`src/rtl/camac_pkg.sv`:
```
// camac_pkg: shared encodings for the CAMAC cycle sequencer.
//   op_t     - command operation (NAF dataway cycle, Z initialise, C clear)
//   mode_t   - repeat mode (single, Q-stop, Q-repeat)
//   state_t  - sequencer state encoding
//   fclass_t - function-code class derived from F[4:3]
//   T_*_DEF  - default phase lengths in clk cycles
package camac_pkg;

  typedef enum logic [1:0] {
    OP_NAF = 2'd0,
    OP_Z   = 2'd1,
    OP_C   = 2'd2,
    OP_BAD = 2'd3
  } op_t;

  typedef enum logic [1:0] {
    MODE_SINGLE  = 2'd0,
    MODE_QSTOP   = 2'd1,
    MODE_QREPEAT = 2'd2,
    MODE_RSVD    = 2'd3
  } mode_t;

  typedef enum logic [2:0] {
    ST_IDLE  = 3'd0,
    ST_SETUP = 3'd1,
    ST_S1    = 3'd2,
    ST_GAP   = 3'd3,
    ST_S2    = 3'd4,
    ST_HOLD  = 3'd5,
    ST_RESP  = 3'd6
  } state_t;

  typedef enum logic [1:0] {
    FC_READ  = 2'd0,
    FC_WRITE = 2'd1,
    FC_CTRL  = 2'd2
  } fclass_t;

  localparam int T_SETUP_DEF = 10;
  localparam int T_S1_DEF    = 10;
  localparam int T_GAP_DEF   = 10;
  localparam int T_S2_DEF    = 10;
  localparam int T_HOLD_DEF  = 10;

  // Phase timer width; every T_* must fit in it.
  localparam int TMR_W = 16;

  // F0-F7 read, F16-F23 write, everything else control.
  function automatic fclass_t f_class(input logic [4:0] f);
    case (f[4:3])
      2'b00:   return FC_READ;
      2'b10:   return FC_WRITE;
      default: return FC_CTRL;
    endcase
  endfunction

endpackage

```
`src/rtl/camac_phase_timer.sv`:
```
// camac_phase_timer: loadable down-counter timing each sequencer phase.
//   clk, rst  - clock, synchronous active-high reset
//   load      - load load_val (takes effect on this edge)
//   load_val  - phase length in cycles (>= 1)
//   done      - high during the last cycle of the loaded phase
module camac_phase_timer
  import camac_pkg::*;
#(
  parameter int W = TMR_W
) (
  input  logic         clk,
  input  logic         rst,
  input  logic         load,
  input  logic [W-1:0] load_val,
  output logic         done
);

  logic [W-1:0] cnt;

  always_ff @(posedge clk) begin
    if (rst) begin
      cnt <= '0;
    end else if (load) begin
      cnt <= load_val;
    end else if (cnt != '0) begin
      cnt <= cnt - W'(1);
    end
  end

  // Loaded with N on phase entry, so cnt==1 marks the Nth (last) cycle.
  assign done = (cnt == W'(1));

endmodule

```
`src/rtl/camac_cycle_sequencer.sv`:
```
// camac_cycle_sequencer: runs CAMAC dataway cycles (N/A/F, S1, S2, B, Z, C)
// from a command handshake and returns one response per reported beat.
//   clk, rst                  - clock, synchronous active-high reset
//   cmd_valid/cmd_ready       - command handshake (ready only in IDLE)
//   cmd_op/mode/n/a/f/wdata/count - command fields, latched on accept
//   rsp_valid/rsp_ready       - response handshake
//   rsp_rdata/x/q/last/err/done_cnt - response fields, stable while valid
//   camac_n/a/f/w             - dataway address, function, write data
//   camac_r/x/q               - dataway read data and X/Q responses
//   camac_s1/s2/b/z/c         - strobes, busy, initialise, clear
//
// state | meaning
// IDLE  | waiting for a command, cmd_ready=1
// SETUP | N/A/F (and W) settling before S1, B high
// S1    | first strobe (NAF only); X/Q/R sampled on last cycle
// GAP   | S1 fall to S2 rise
// S2    | second strobe
// HOLD  | S2 fall to cycle end; decides respond/repeat
// RESP  | rsp_valid=1, waiting for rsp_ready
module camac_cycle_sequencer
  import camac_pkg::*;
#(
  parameter int T_SETUP = T_SETUP_DEF,
  parameter int T_S1    = T_S1_DEF,
  parameter int T_GAP   = T_GAP_DEF,
  parameter int T_S2    = T_S2_DEF,
  parameter int T_HOLD  = T_HOLD_DEF,
  parameter int DATA_W  = 24,
  parameter int CNT_W   = 16
) (
  input  logic              clk,
  input  logic              rst,
  input  logic              cmd_valid,
  output logic              cmd_ready,
  input  logic [1:0]        cmd_op,
  input  logic [1:0]        cmd_mode,
  input  logic [5:0]        cmd_n,
  input  logic [3:0]        cmd_a,
  input  logic [4:0]        cmd_f,
  input  logic [DATA_W-1:0] cmd_wdata,
  input  logic [CNT_W-1:0]  cmd_count,
  output logic              rsp_valid,
  input  logic              rsp_ready,
  output logic [DATA_W-1:0] rsp_rdata,
  output logic              rsp_x,
  output logic              rsp_q,
  output logic              rsp_last,
  output logic              rsp_err,
  output logic [CNT_W-1:0]  rsp_done_cnt,
  output logic [5:0]        camac_n,
  output logic [3:0]        camac_a,
  output logic [4:0]        camac_f,
  output logic [DATA_W-1:0] camac_w,
  input  logic [DATA_W-1:0] camac_r,
  input  logic              camac_x,
  input  logic              camac_q,
  output logic              camac_s1,
  output logic              camac_s2,
  output logic              camac_b,
  output logic              camac_z,
  output logic              camac_c
);

  state_t              state, state_nxt;
  op_t                 op_r, op_nxt, cmd_op_t;
  mode_t               mode_r;
  logic [5:0]          n_r, n_nxt;
  logic [3:0]          a_r, a_nxt;
  logic [4:0]          f_r, f_nxt;
  logic [DATA_W-1:0]   w_r, w_nxt;
  logic [CNT_W-1:0]    lim_r, done_cnt, cnt_inc;
  logic                x_s, q_s, rep_r;
  logic [DATA_W-1:0]   rd_s;
  logic                accept, busy_nxt, hit_lim;
  logic                respond, seq_last, seq_err, seq_rep;
  logic                tmr_load, tmr_done;
  logic [TMR_W-1:0]    tmr_val;

  assign cmd_op_t  = op_t'(cmd_op);
  assign cmd_ready = (state == ST_IDLE) && !rst;
  assign accept    = cmd_valid && cmd_ready;

  // Fields as they will be after this edge; outputs are registered from
  // these so N/A/F/B/Z/C are valid in the first SETUP cycle.
  assign op_nxt = accept ? cmd_op_t  : op_r;
  assign n_nxt  = accept ? cmd_n     : n_r;
  assign a_nxt  = accept ? cmd_a     : a_r;
  assign f_nxt  = accept ? cmd_f     : f_r;
  assign w_nxt  = accept ? cmd_wdata : w_r;

  // End-of-cycle decision, consumed on the last HOLD cycle.
  always_comb begin
    cnt_inc  = done_cnt + CNT_W'(1);
    hit_lim  = (cnt_inc >= lim_r);
    respond  = 1'b1;
    seq_last = 1'b1;
    seq_err  = 1'b0;
    seq_rep  = 1'b0;
    if (op_r == OP_NAF && !x_s) begin
      seq_err = 1'b1;
    end else begin
      case (mode_r)
        MODE_QSTOP: begin
          seq_last = !q_s || hit_lim;
          seq_rep  = q_s && !hit_lim;
        end
        MODE_QREPEAT: begin
          if (!q_s) begin
            if (hit_lim) begin
              seq_err = 1'b1;
            end else begin
              respond  = 1'b0;
              seq_last = 1'b0;
              seq_rep  = 1'b1;
            end
          end
        end
        default: ;
      endcase
    end
  end

  always_comb begin
    state_nxt = state;
    case (state)
      ST_IDLE:  if (accept) state_nxt = (cmd_op_t == OP_BAD) ? ST_RESP : ST_SETUP;
      ST_SETUP: if (tmr_done) state_nxt = ST_S1;
      ST_S1:    if (tmr_done) state_nxt = ST_GAP;
      ST_GAP:   if (tmr_done) state_nxt = ST_S2;
      ST_S2:    if (tmr_done) state_nxt = ST_HOLD;
      ST_HOLD:  if (tmr_done) state_nxt = respond ? ST_RESP : ST_SETUP;
      ST_RESP:  if (rsp_ready) state_nxt = rep_r ? ST_SETUP : ST_IDLE;
      default:  state_nxt = ST_IDLE;
    endcase
  end

  assign busy_nxt = state_nxt inside {ST_SETUP, ST_S1, ST_GAP, ST_S2, ST_HOLD};

  // Every state change reloads the timer; IDLE/RESP load 0 and are untimed.
  always_comb begin
    case (state_nxt)
      ST_SETUP: tmr_val = TMR_W'(T_SETUP);
      ST_S1:    tmr_val = TMR_W'(T_S1);
      ST_GAP:   tmr_val = TMR_W'(T_GAP);
      ST_S2:    tmr_val = TMR_W'(T_S2);
      ST_HOLD:  tmr_val = TMR_W'(T_HOLD);
      default:  tmr_val = '0;
    endcase
  end
  assign tmr_load = (state_nxt != state);

  camac_phase_timer #(.W(TMR_W)) u_timer (
    .clk      (clk),
    .rst      (rst),
    .load     (tmr_load),
    .load_val (tmr_val),
    .done     (tmr_done)
  );

  always_ff @(posedge clk) begin
    if (rst) begin
      state        <= ST_IDLE;
      op_r         <= OP_NAF;
      mode_r       <= MODE_SINGLE;
      n_r          <= '0;
      a_r          <= '0;
      f_r          <= '0;
      w_r          <= '0;
      lim_r        <= '0;
      done_cnt     <= '0;
      x_s          <= 1'b0;
      q_s          <= 1'b0;
      rd_s         <= '0;
      rep_r        <= 1'b0;
      rsp_valid    <= 1'b0;
      rsp_rdata    <= '0;
      rsp_x        <= 1'b0;
      rsp_q        <= 1'b0;
      rsp_last     <= 1'b0;
      rsp_err      <= 1'b0;
      rsp_done_cnt <= '0;
      camac_n      <= '0;
      camac_a      <= '0;
      camac_f      <= '0;
      camac_w      <= '0;
      camac_s1     <= 1'b0;
      camac_s2     <= 1'b0;
      camac_b      <= 1'b0;
      camac_z      <= 1'b0;
      camac_c      <= 1'b0;
    end else begin
      state <= state_nxt;

      if (accept) begin
        op_r     <= cmd_op_t;
        mode_r   <= (cmd_mode == 2'd3) ? MODE_SINGLE : mode_t'(cmd_mode);
        n_r      <= cmd_n;
        a_r      <= cmd_a;
        f_r      <= cmd_f;
        w_r      <= cmd_wdata;
        lim_r    <= (cmd_count == '0) ? CNT_W'(1) : cmd_count;
        done_cnt <= '0;
        if (cmd_op_t == OP_BAD) begin
          rep_r        <= 1'b0;
          rsp_valid    <= 1'b1;
          rsp_rdata    <= '0;
          rsp_x        <= 1'b0;
          rsp_q        <= 1'b0;
          rsp_last     <= 1'b1;
          rsp_err      <= 1'b1;
          rsp_done_cnt <= '0;
        end
      end

      if (state == ST_S1 && tmr_done) begin
        x_s  <= camac_x;
        q_s  <= camac_q;
        rd_s <= (f_class(f_r) == FC_READ) ? camac_r : '0;
      end

      if (state == ST_HOLD && tmr_done) begin
        done_cnt <= cnt_inc;
        if (respond) begin
          rep_r        <= seq_rep;
          rsp_valid    <= 1'b1;
          rsp_rdata    <= rd_s;
          rsp_x        <= x_s;
          rsp_q        <= q_s;
          rsp_last     <= seq_last;
          rsp_err      <= seq_err;
          rsp_done_cnt <= cnt_inc;
        end
      end

      if (state == ST_RESP && rsp_ready) begin
        rsp_valid <= 1'b0;
      end

      camac_b  <= busy_nxt;
      camac_s1 <= (state_nxt == ST_S1) && (op_nxt == OP_NAF);
      camac_s2 <= (state_nxt == ST_S2);
      camac_z  <= busy_nxt && (op_nxt == OP_Z);
      camac_c  <= busy_nxt && (op_nxt == OP_C);
      camac_n  <= (busy_nxt && op_nxt == OP_NAF) ? n_nxt : '0;
      camac_a  <= (busy_nxt && op_nxt == OP_NAF) ? a_nxt : '0;
      camac_f  <= (busy_nxt && op_nxt == OP_NAF) ? f_nxt : '0;
      camac_w  <= (busy_nxt && op_nxt == OP_NAF && f_class(f_nxt) == FC_WRITE) ? w_nxt : '0;
    end
  end

endmodule

```
`config.mk`:
```
export PLATFORM = sky130hd
export DESIGN_NAME = camac_cycle_sequencer
export DESIGN_NICKNAME = d
export VERILOG_FILES = /design/src/rtl/camac_pkg.sv /design/src/rtl/camac_phase_timer.sv /design/src/rtl/camac_cycle_sequencer.sv
export SDC_FILE = /design/constraint.sdc
export NUM_CORES = 1
export LEC_CHECK = 0
export CAP_MARGIN = 5
export CELL_PAD_IN_SITES_DETAIL_PLACEMENT = 1
export CELL_PAD_IN_SITES_GLOBAL_PLACEMENT = 1
export CORE_MARGIN = 3
export CORE_UTILIZATION = 35
export CTS_BUF_LIST = sky130_fd_sc_hd__clkbuf_4
export CTS_CLUSTER_SIZE = 8
export DETAILED_ROUTE_END_ITERATION = 8
export GPL_ROUTABILITY_DRIVEN = 0
export GPL_TIMING_DRIVEN = 0
export PLACE_DENSITY = 0.81
export RECOVER_POWER = 50
export SLEW_MARGIN = 30
export SYNTH_ARGS = -nofsm -noshare
export SYNTH_HDL_FRONTEND = slang
export SYNTH_HIERARCHICAL = 1
export SYNTH_SLANG_ARGS = --single-unit
```
`constraint.sdc`:
```
create_clock -name clk -period 3.2 [get_ports clk]
set_input_delay 0.64 -clock clk [delete_from_list [all_inputs] [get_ports clk]]
set_output_delay 0.64 -clock clk [all_outputs]
set_load 0.02 [all_outputs]
```
==> flow_metrics.tcl <==
set metrics [dict create \
    p_sw_share_pct 32.95 \
    crit_top_cell "buf_4" \
    cts_hold_buffers 0 \
    crit_slowest_cell "nor4_2" \
    grt_max_degree 17 \
    cts_root_buf "clkbuf_4" \
    final_hold_viol_count 0 \
    synth_enable_flop_cells 0 \
    die-area_um2 26210 \
    synth_warnings 6 \
    clock_skew_ns 0.05414 \
    setup_violations 103 \
    synth_cells 981 \
    peakVddDrop_mv 0.3765 \
    clkPwrFrac_pct 35.2 \
    layout-drive-gt1-share_pct 27.52 \
    fin_crit_sh_pct 113.1 \
    post-route-util_pct 56.15 \
    syn_area_um2 8507 \
    ys_async_sr_fraction_pct 0 \
    fin_nets 1391 \
    max_freq_ghz 0.2763 \
    synthFlopType "dfxtp_1" \
    grt_remaining_overflow 0 \
    via_per_inst 5.313 \
    final.min_clock_period_ns 3.620 \
    postRouteAntennaNets 0 \
    placed_cells 1491 \
    min-delay-path-class "flop to flop" \
    die_w_um 161.9 \
    coreArea_um2 23680 \
    h-tree-depth 2 \
    slew_viol_final 0 \
    power_density_nw_per_um2 516.8 \
    place_area_um2 10740 \
    fp.dieH_um 161.9 \
    clock_latency_ns 0.71 \
    worst_pin_slew_ns 0.9141 \
    crit_chain "ha_4, nand2_2, nor3_4, nand3_2, xnor2_2, ha_1, nand4_1, buf_4, buf_4, nor2_1, a32o_2, buf_4, nor4_2, o21bai_1, o2bb2ai_2" \
    grtUsageTotal_pct 24.02 \
    synth-compound-area-share_pct 12.43 \
    synth.area.top_cells "dfxtp_1, nand2_1, a21oi_1" \
    path_clk_slew_ns 0.07 \
    drt_wl_total_mm 35.79 \
    combPwrFrac_pct 21.9 \
    register_area_um2 4243 \
    wl_per_cell_um 21.83 \
    drcViolationCount 0 \
    antenna_found_initial 1 \
    relSlewSlack_pct 39.06 \
    critical_path.max_fanout 5 \
    max_cap_viol_count 0 \
    critPathLaunchType "flop" \
    synthXorXnorAreaFrac_pct 2.368 \
    cp.buffers_inverters 3 \
    hpwl_mm 20.10 \
    cts_tree "built" \
    cts_buffers 56 \
    synth_top_family_by_area "simple AND/OR/NAND/NOR gates" \
    num_vias 8708 \
    grt_first_pass_wirelength_mm 50.24 \
    failed_checks "setup timing" \
    drt_iter0_markers 399 \
    area_growth_pct 56.33 \
    status "complete, but fails checks" \
    netSwitchingPower_w 0.002265 \
    cts.sinks 210 \
    port_buffers 178 \
    rsz0062_at_grt "true" \
    synth.area.mux_share_pct 4.957 \
    grt_pass1_vias 9283 \
    synth.distinct_cells 64 \
    required_ns 3.75 \
    yosys.area.top_type "dfxtp_1" \
    design_area_um2 13300 \
    yosysSeqAreaShare_pct 49.42 \
    crit_family "simple AND/OR/NAND/NOR gates" \
    arrival_ns 4.17 \
    p_leak_nw 5.409 \
    yosysMostFrequentCell "dfxtp_1" \
    fin_cells 1639 \
    worstSetupEndpointType "flop" \
    clockBufferDepth 3 \
    synth_area_per_cell_um2 8.672 \
    multi_input_area_um2 5006 \
    ys_ff_latch 210 \
    start_util_pct 35.92 \
    synth_commonest_cells "dfxtp_1, nand2_1, nor2_1, a21oi_1, nand3_1" \
    path_class "flop to flop" \
    total_power_w 0.006873 \
    num_io_pins 179 \
    pwr-share-seq_pct 42.8 \
    fillers 2709 \
    firstDrtPassIters 5 \
    slowest_delay_ns 0.52 \
    synth_fa_ha_area_share_pct 3.089 \
    rows 56 \
    setup_slack_ns -0.4195 \
    synthSimpleGateAreaFrac_pct 23.02 \
    p_int_w 0.004608 \
    synth_top_cell_area_share_pct 49.42 \
]
==> power groups by stage <==
stage                     Sequential, W  Combinational (W)  Clock [W]
after detailed placement        0.00297            0.00118          0
after floorplan                 0.00296           0.000792          0
after CTS                       0.00293            0.00130    0.00241
final                           0.00294            0.00151    0.00242
after global routing            0.00296            0.00161    0.00261
after global placement          0.00296            0.00114          0
==> what timing repair did <==
item	CTS	global route
resized for setup	177	161
setup endpoints to repair	128	124
pin swaps	89	59
buffers inserted	34	10
gates cloned	12	2
==> layout by cell type, fill, tap and decap left out, types with 6 or more instances in the layout <==
master	count
mux2i_1	41
dlygate4sd3_1	90
clkdlybuf4s50_1	87
conb_1	14
buf_8	8
buf_16	6
xor2_1	11
nand2_2	21
buf_4	28
buf_12	9
nand2_4	17
a21oi_2	34
nor4_1	8
a21oi_1	66
nor2_4	31
nor3_1	8
inv_1	27
nor2_1	83
nand3_2	24
nor2_2	9
nand3_1	52
nand3b_1	9
ha_1	17
o21ai_0	22
nand4_1	9
nand2_1	101
a22oi_1	8
dfxtp_4	10
dfxtp_1	199
buf_2	9
buf_6	13
clkinv_1	11
clkbuf_1	32
clkbuf_4	82
==> area by class of cell <==
| cell class | count | share of cell area, % |
|---|---|---|
| diodes | 1 | 0.01882 |
| plain buffers | 58 | 3.067 |
| clock buffers | 81 | 4.572 |
| clock inverters | 15 | 0.7056 |
| inverters | 28 | 0.8091 |
| multi-input cells | 697 | 37.64 |
| flip-flops and latches | 210 | 31.90 |
| well taps | 319 | 3.001 |
| repair buffers | 230 | 18.28 |
==> tightest hold or removal path, cell delays in order, from the launching register on <==
cell     delay, ns
dfxtp_1       0.32
nand3_2       0.06
a21oi_2       0.04
==> state kept, by name, indices dropped and copies added (netlist names), 5 cells and up <==
| signal | cells |
|---|---|
| w_r | 24 |
| rsp_rdata | 24 |
| camac_w | 24 |
| done_cnt | 16 |
| rd_s | 24 |
| rsp_done_cnt | 16 |
| camac_n | 6 |
| camac_f | 5 |
| f_r | 5 |
| lim_r | 16 |
| u_timer/cnt | 16 |
| n_r | 6 |
==> per-stage QoR <==
| step | hold WS, ns | worst slack, ns | TNS [ns] |
|---|---|---|---|
| after floorplan | 0.4321 | 0.03215 | 0 |
| after global placement | 0.4395 | -0.8625 | -67.11 |
| after detailed placement | 0.4469 | -0.9403 | -73.17 |
| after CTS | 0.4556 | -0.2601 | -12.74 |
| after global routing | 0.4798 | -0.5478 | -40.74 |
| final | 0.4575 | -0.4195 | -29.04 |
==> routing by layer <==
| metal | vias up | GRT usage (%) | part of all wire (%) | wire length, um |
|---|---|---|---|---|
| met5 | - | 0 | 0 | 0 |
| met4 | 0 | 10.00 | 4.2 | 1513 |
| met3 | 105 | 6.605 | 6.2 | 2225 |
| met2 | 327 | 41.35 | 51 | 18200 |
| met1 | 4283 | 28.22 | 39 | 13850 |
| li1 | 3993 | - | - | - |
==> logic make-up (layout without fill, tap and decap cells) <==
family          count (synthesis)  count (layout)
compound gates                177             177
flops                         210             210
fa+ha+maj                      21              21
simple gates                  420             420
xor+xnor                       23              23
mux                            42              42
buf+inv                        87             412
other cells                     1              15
==> path summary, 6_finish.rpt <==
check,endpoint,cells after the start,slack (ns),start
hold / removal,rsp_rdata[17],2,0.46,rsp_rdata[17]
setup / recovery,rsp_err,15,-0.42,done_cnt[0]
hold reg to reg,rsp_rdata[17],2,0.46,rsp_rdata[17]
setup reg to reg,rsp_err,15,-0.42,done_cnt[0]
Power figures use the tool's default switching activity.
